$ cat src/rtl/mux_arb.sv
// N-channel valid/ready multiplexer with a registered output stage, round-robin or manual select.
// Define MUX_ARB_FIXED_PRIO_EN to make arbitrated mode fixed-priority (lowest valid index wins).
module mux_arb #(
    parameter int WIDTH    = 32,
    parameter int CHANNELS = 4,
    parameter int SEL_W    = $clog2(CHANNELS)
) (
    input  logic                      clock,
    input  logic                      reset,
    input  logic [CHANNELS*WIDTH-1:0] in_data,
    input  logic [CHANNELS-1:0]       in_valid,
    output logic [CHANNELS-1:0]       in_ready,
    input  logic                      mode,
    input  logic [SEL_W-1:0]          sel,
    output logic [WIDTH-1:0]          out_data,
    output logic [SEL_W-1:0]          out_sel,
    output logic                      out_valid,
    input  logic                      out_ready
);

    logic [WIDTH-1:0] words [CHANNELS];

    logic [WIDTH-1:0] out_data_reg, out_data_next;
    logic [SEL_W-1:0] out_sel_reg, out_sel_next;
    logic             out_valid_reg, out_valid_next;
    logic [SEL_W-1:0] ptr_reg, ptr_next;

    logic             accept;
    logic             grant_valid;
    logic [SEL_W-1:0] grant_idx;
    logic [WIDTH-1:0] grant_word;
    logic             load_en;

    // Reset gates the handshake so no producer sees a take while the stage is being cleared.
    assign load_en = accept && grant_valid && !reset;

    generate
        for (genvar gi = 0; gi < CHANNELS; gi++) begin : g_chan
            assign words[gi]    = in_data[gi*WIDTH +: WIDTH];
            assign in_ready[gi] = load_en && (grant_idx == SEL_W'(gi));
        end
    endgenerate

    always_comb begin
        accept      = !out_valid_reg || out_ready;
        grant_valid = 1'b0;
        grant_idx   = '0;
        if (mode) begin
            for (int i = 0; i < CHANNELS; i++) begin
                if ((int'(sel) == i) && in_valid[i]) begin
                    grant_valid = 1'b1;
                    grant_idx   = SEL_W'(i);
                end
            end
        end else begin
            // Walk the search order backwards so the earliest candidate overwrites later ones.
            for (int k = CHANNELS; k >= 1; k--) begin
`ifdef MUX_ARB_FIXED_PRIO_EN
                if (in_valid[k-1]) begin
                    grant_valid = 1'b1;
                    grant_idx   = SEL_W'(k-1);
                end
`else
                if (in_valid[(int'(ptr_reg) + k) % CHANNELS]) begin
                    grant_valid = 1'b1;
                    grant_idx   = SEL_W'((int'(ptr_reg) + k) % CHANNELS);
                end
`endif
            end
        end
    end

    always_comb begin
        grant_word = '0;
        for (int i = 0; i < CHANNELS; i++) begin
            if (grant_idx == SEL_W'(i)) begin
                grant_word = words[i];
            end
        end
    end

    always_comb begin
        out_data_next  = out_data_reg;
        out_sel_next   = out_sel_reg;
        out_valid_next = out_valid_reg;
        ptr_next       = ptr_reg;
        if (accept) begin
            if (grant_valid) begin
                out_data_next  = grant_word;
                out_sel_next   = grant_idx;
                out_valid_next = 1'b1;
                ptr_next       = grant_idx;
            end else begin
                out_valid_next = 1'b0;
            end
        end
    end

    always_ff @(posedge clock) begin
        if (reset) begin
            out_data_reg  <= '0;
            out_sel_reg   <= '0;
            out_valid_reg <= 1'b0;
            ptr_reg       <= SEL_W'(CHANNELS-1);
        end else begin
            out_data_reg  <= out_data_next;
            out_sel_reg   <= out_sel_next;
            out_valid_reg <= out_valid_next;
            ptr_reg       <= ptr_next;
        end
    end

    assign out_data  = out_data_reg;
    assign out_sel   = out_sel_reg;
    assign out_valid = out_valid_reg;

endmodule

$ cat config.mk
export PLATFORM = sky130hd
export DESIGN_NAME = mux_arb
export DESIGN_NICKNAME = d
export VERILOG_FILES = /design/src/rtl/mux_arb.sv
export SDC_FILE = /design/constraint.sdc
export NUM_CORES = 1
export LEC_CHECK = 0
export ABC_AREA = 1
export CAP_MARGIN = 20
export CELL_PAD_IN_SITES_DETAIL_PLACEMENT = 1
export CELL_PAD_IN_SITES_GLOBAL_PLACEMENT = 2
export CORE_MARGIN = 3
export CORE_UTILIZATION = 18
export CTS_CLUSTER_DIAMETER = 100
export DETAILED_ROUTE_END_ITERATION = 10
export GPL_TIMING_DRIVEN = 0
export PLACE_DENSITY_LB_ADDON = 0.15
export SKIP_CTS_REPAIR_TIMING = 1
export SKIP_LAST_GASP = 1
export SLEW_MARGIN = 40
export SYNTH_ARGS = -nofsm -noshare
export SYNTH_HDL_FRONTEND = slang
export SYNTH_SLANG_ARGS = --single-unit
$ cat constraint.sdc
create_clock -name clock -period 4.81 [get_ports clock]
set_input_delay 1.2025 -clock clock [delete_from_list [all_inputs] [get_ports clock]]
set_output_delay 1.2025 -clock clock [all_outputs]
set_load 0.005 [all_outputs]
==> results of run 1 <==
-- layout by cell type (no fill, tap or decap), types with 2 or more instances in the layout --
cell type        Yosys  routed
nor3_1               3       3
clkbuf_1             6       6
inv_1               27      27
nand3b_1            11      11
buf_4                7      12
nand2_2              7       7
dfxtp_1             37      37
clkbuf_16            0       5
nand3_2              2       3
buf_2                9       6
nand2_4              2       2
nand4_1              8       8
o21ai_0             35      35
dlymetal6s2s_1       0       4
nor2_1              33      33
clkdlybuf4s50_1      0     171
a21oi_2              5       6
buf_6                4       6
o21ai_1              3       2
nand3_1             50      49
nand2_1            165     165
o211ai_1             3       3
inv_4                2       2
inv_2                4       4
a21oi_1             17      16
-- path summary, 6_finish.rpt --
path	startpoint	end	slack [ns]	depth (start not counted)
max reg2reg	ptr_reg[0]	out_data[14]	2.62	14
min	out_data[6]	out_data[6]	0.46	2
max	in_valid[1]	in_ready[1]	0.43	12
min reg2reg	out_data[6]	out_data[6]	0.46	2
-- report_power, final --
part | switching [W] | internal, W | leakage, nW | total, W
registers | 0.0000279 | 0.000359 | 0.307 | 0.000387
clock network | 0.000146 | 0.000246 | 0.0800 | 0.000392
logic | 0.000381 | 0.000359 | 1.79 | 0.000740
total | 0.000555 | 0.000964 | 2.18 | 0.00152
-- Yosys cell counts (2+ instances only) --
| cell type | n |
|---|---|
| o21ai_0 | 35 |
| clkbuf_1 | 6 |
| inv_2 | 4 |
| nand3_2 | 2 |
| o21ai_1 | 3 |
| nand2_2 | 7 |
| nor2_1 | 33 |
| buf_2 | 9 |
| a21oi_1 | 17 |
| inv_4 | 2 |
| buf_4 | 7 |
| nand2_1 | 165 |
| o211ai_1 | 3 |
| nand3_1 | 50 |
| nand2_4 | 2 |
| buf_6 | 4 |
| a21oi_2 | 5 |
| dfxtp_1 | 37 |
| nor3_1 | 3 |
| inv_1 | 27 |
| nand3b_1 | 11 |
| nand4_1 | 8 |
-- cells by family after synthesis --
| logic type | share of synthesized area |
|---|---|
| simple gates | 0.481 |
| compound gates | 0.130 |
| buf+inv | 0.114 |
| flops | 0.275 |
-- metal layers --
| layer | share of wire | vias up |
|---|---|---|
| met5 | 0 | - |
| met4 | 0.013 | 0 |
| met3 | 0.074 | 9 |
| met2 | 0.47 | 122 |
| met1 | 0.44 | 1601 |
| li1 | - | 1817 |
-- stage by stage --
stage	setup TNS, ns	area [µm²]
after global routing	0	4920
after CTS	-1.43	4850
after detailed placement	-1.40	4680
after global placement	-1.27	4680
after floorplan	0	2700
final	0	4920
-- cell type report --
type                    instances  area (µm²)
clock buffers                   5         125
fillers                      1817        9670
multi-input cells             350        1670
inverters                      34         138
clock inverters                 3        46.3
well taps                     184         230
flip-flops and latches         37         741
plain buffers                  26         176
repair buffers                180        1800
-- critical path: stages --
cell and delay, ns:
clkdlybuf4s50_1 0.53, inv_1 0.09, nand2_1 0.08, nand2_1 0.05
and2_1 0.18, nor2_2 0.11, nand3_2 0.10, nand3_4 0.16
nand2_8 0.11, buf_4 0.19, nor3_1 0.17, dlymetal6s2s_1 0.19
==> impl_metrics.ini, run 1 <==
[timing]
hold_slack_ns = 0.464
period_minus_slack_ns = 4.38
setup_violations = 0
skew_ns = 0.00609
finalHoldViolCount = 0
slew_violations = 0
setup_slack_ns = 0.429
post-route-period-util = 0.911
fmax_mhz = 228
grt_setup_unrepaired = no
slew_headroom = 0.461
tightest_slew_ns = 0.808

[drt]
drc_errors = 0
vias = 3549
first_pass_iters = 4
drt_wl_total_mm = 13.0
drt_iter0_markers = 136
wl_per_cell_um = 15.9
final_antenna_net_count = 0
avgViaCountPerCell = 4.33

[finish]
antenna_cells = 0
post-route-util = 0.337
largest_reg_flops = 32
finalNonFillerCells = 819
area_delta_synth_final_pct = 82.7
layout-drive-gt1-share = 0.0992
fin_nets = 772

[pwr]
ir_drop_uv = 112
power_density_nw_per_um2 = 308
power.total_w = 0.00152
leakagePower_nw = 2.18

[synth]
syn_nets = 586
ys_top_cells_by_area = dfxtp_1 (27%), nand2_1 (23%), nand3_1 (9.3%), o21ai_0 (6.5%), nor2_1 (4.6%)
syn_inst = 448
syn_area_per_cell_um2 = 6.02
ys_seq_area_frac = 0.275
synth_enable_flop_cells = 0
synth_seq_cells = 37
ys_warn_count = 0
syn_area_um2 = 2700
synthFlopType = dfxtp_1
synthArstFlopShare = 0
synth_top_area_share = 0.275
synth_cell_type_count = 30
synth_top_area_cell = dfxtp_1

[clock_network]
cts.sinks = 37
path_clk_slew_ns = 0.06
clk_latency_ns = 0.29
numCtsBuffers = 5
cts_root_buf = clkbuf_16
cts_buffer_depth = 2
cts_max_level = 2
cts_tree = built

[die]
num_rows = 44
io_pins = 177
die_h_um = 128
start_util = 0.185
design.die.area_um2 = 16500
die_w_um = 128
core_area_um2 = 14600

[worst_setup_path]
critical_path_arrival_ns = 3.18
cp-end-kind = output port
worst_setup_path_start_kind = input pin
worstPathMaxFanout = 10
cp_data_required_time_ns = 3.61
critPathKind = input pin to output port

[global_routing]
grtUsageMet1 = 0.187
grtUsageTotal = 0.153
grt_pass1_vias = 3709
grt-ovfl-total = 0
grt_max_degree = 14
grt_pass1_wl_mm = 19.7
antenna_found_initial = 0
met3_usage = 0.0415
grtUsageMet2 = 0.265
top_usage_layer = met2

[place]
placedCellCount = 807
globalplace.congestion = 0.777
portBuffers = 175
pre_cts_slack_ns = -0.404
hpwlAfterDp_mm = 10.4

[run_status]
run_status = completed

[hold_path]
hold_class = flop to flop

[flow_run]
cap_violations = 0
Note: power is estimated with default switching activity, not from simulation.
==> inputs of run 2 (changes only) <==
--- a/config.mk
+++ b/config.mk
@@ -15,6 +15,7 @@
 export DETAILED_ROUTE_END_ITERATION = 10
 export GPL_TIMING_DRIVEN = 0
 export PLACE_DENSITY_LB_ADDON = 0.15
+export SETUP_SLACK_MARGIN = 0.5
 export SKIP_CTS_REPAIR_TIMING = 1
 export SKIP_LAST_GASP = 1
 export SLEW_MARGIN = 40
==> run 2 against run 1 <==
Sequential power about the same. Design area up 1.7%. Clock skew down 0.00092 ns. Critical path depth decreased by 3. Non-clock buffer count grew 6. Total power grew 1.7%. First-iteration DRC count decreased by 13%. Core utilization increased by 0.58 points. Flip-flop and latch count is the same. Clock-buffer cell count stayed put. Hold slack worse by 0.00067 ns.
==> impl_metrics.ini, run 2 (same netlist as run 1, synthesis figures left out) <==
[finish]
final_cell_mix = clkdlybuf4s50_1 (169), nand2_1 (163), nand3_1 (48), dfxtp_1 (37), o21ai_0 (35)
layout-drive-gt1-share = 0.126
final_common_cell = clkdlybuf4s50_1
area_delta_synth_final_pct = 85.8
antenna_cells = 0
post-route-util = 0.343
largest_reg_flops = 32
fin_nets = 778

[global_routing]
grt_pass1_wl_mm = 19.7
grt_max_degree = 14
grt-ovfl-total = 0
antenna_found_initial = 0
grtUsageTotal = 0.153
grt_pass1_vias = 3709

[worst_setup_path]
path_buf_inv = 4
cpPeakStageDelay_ns = 0.49
cpMaxStageDelayCell = clkdlybuf4s50_1
cp_data_required_time_ns = 3.61
critPathKind = input pin to output port
worst_setup_path_start_kind = input pin
path_delay_family = buffers and inverters
cp-end-kind = output port
cp_cell_sequence = clkdlybuf4s50_1, nor3_1, o32ai_4, a21oi_2, buf_6, buf_8, nand2_2, nor3_2, buf_2
critical_path_arrival_ns = 3.01
worstPathMaxFanout = 8

[place]
globalplace.congestion = 0.777
pre_cts_slack_ns = -0.404
portBuffers = 175
hpwlAfterDp_mm = 10.4

[clock_network]
path_clk_slew_ns = 0.06
cts_root_buf = clkbuf_16
cts_max_level = 2
numCtsBuffers = 5
cts_buffer_depth = 2
clk_latency_ns = 0.29
cts_tree = built
cts.sinks = 37

[timing]
grt_setup_unrepaired = no
post-route-period-util = 0.875
fmax_mhz = 238
finalHoldViolCount = 0
period_minus_slack_ns = 4.21
slew_violations = 0
setup_slack_ns = 0.601
setup_violations = 0
tightest_slew_ns = 0.799
finalSetupTns_ns = 0
skew_ns = 0.00517
slew_headroom = 0.468

[drt]
first_pass_iters = 4
final_antenna_net_count = 0
wl_per_cell_um = 16.0
drc_errors = 0
avgViaCountPerCell = 4.34
vias = 3584
drt_wl_total_mm = 13.2
drt_iter0_markers = 119

[die]
die_w_um = 128
core_area_um2 = 14600
die_h_um = 128
design.die.area_um2 = 16500
num_rows = 44
start_util = 0.185
io_pins = 177

[pwr]
ir_drop_uv = 111
power_density_nw_per_um2 = 308
leakagePower_nw = 2.17

[hold_path]
hold_class = flop to flop

[flow_run]
cap_violations = 0

[run_status]
run_status = completed
==> run 2: area by class of cell <==
| cell class | instances | area (µm²) |
|---|---|---|
| buffer | 27 | 198 |
| clock buffer | 5 | 125 |
| clock inverter | 3 | 46.3 |
| fill | 1807 | 9580 |
| inverter | 34 | 138 |
| multi-input combinational | 350 | 1720 |
| sequential | 37 | 741 |
| tap | 184 | 230 |
| timing repair buffer | 185 | 1810 |
==> run 2: path summary, 6_finish.rpt <==
check	startpoint	to	slack (ns)	cells after the start
hold / removal	out_data[6]	out_data[6]	0.46	2
hold reg to reg	out_data[6]	out_data[6]	0.46	2
setup reg to reg	ptr_reg[0]	out_data[14]	2.62	14
setup / recovery	sel[0]	in_ready[1]	0.60	9
==> run 2: metrics by stage <==
stage	hold WS (ns)	area (µm²)	power, W	std cells
final	0.464	5010	0.00154	825
after global routing	0.492	5010	0.00167	825
after CTS	0.469	4850	0.00154	815
after floorplan	0.456	2700	0.000773	448
after global placement	0.453	4680	0.00112	807
after detailed placement	0.460	4680	0.00113	807
==> run 2: power breakdown <==
part           switching [W]  internal [W]  total (W)
registers          0.0000279      0.000359   0.000387
clock network       0.000147      0.000246   0.000392
logic               0.000389      0.000375   0.000765
total               0.000564      0.000980    0.00154
==> run 2: routing by layer <==
layer  vias to the layer above  GRT usage  wire, µm  share of wire
li1                       1830          -         -              -
met1                      1619      0.187      5790           0.44
met2                       126      0.265      6290           0.48
met3                         9     0.0415       976          0.074
met4                         0     0.0406       176          0.013
met5                         -          0         0              0
==> run 2: worst min-delay path, delay by kind of cell, from the launching register on <==
family          cells  cell delay, ns
compound gates      1            0.05
flops               1            0.31
simple gates        1            0.06
==> inputs of run 3 (changes only) <==
--- a/config.mk
+++ b/config.mk
@@ -11,7 +11,7 @@
 export CELL_PAD_IN_SITES_GLOBAL_PLACEMENT = 2
 export CORE_MARGIN = 3
 export CORE_UTILIZATION = 18
-export CTS_CLUSTER_DIAMETER = 100
+export CTS_CLUSTER_DIAMETER = 120
 export DETAILED_ROUTE_END_ITERATION = 10
 export GPL_TIMING_DRIVEN = 0
 export PLACE_DENSITY_LB_ADDON = 0.15
==> results of run 3 <==
The final DEF is identical to that of run 2; final timing and power are the same.
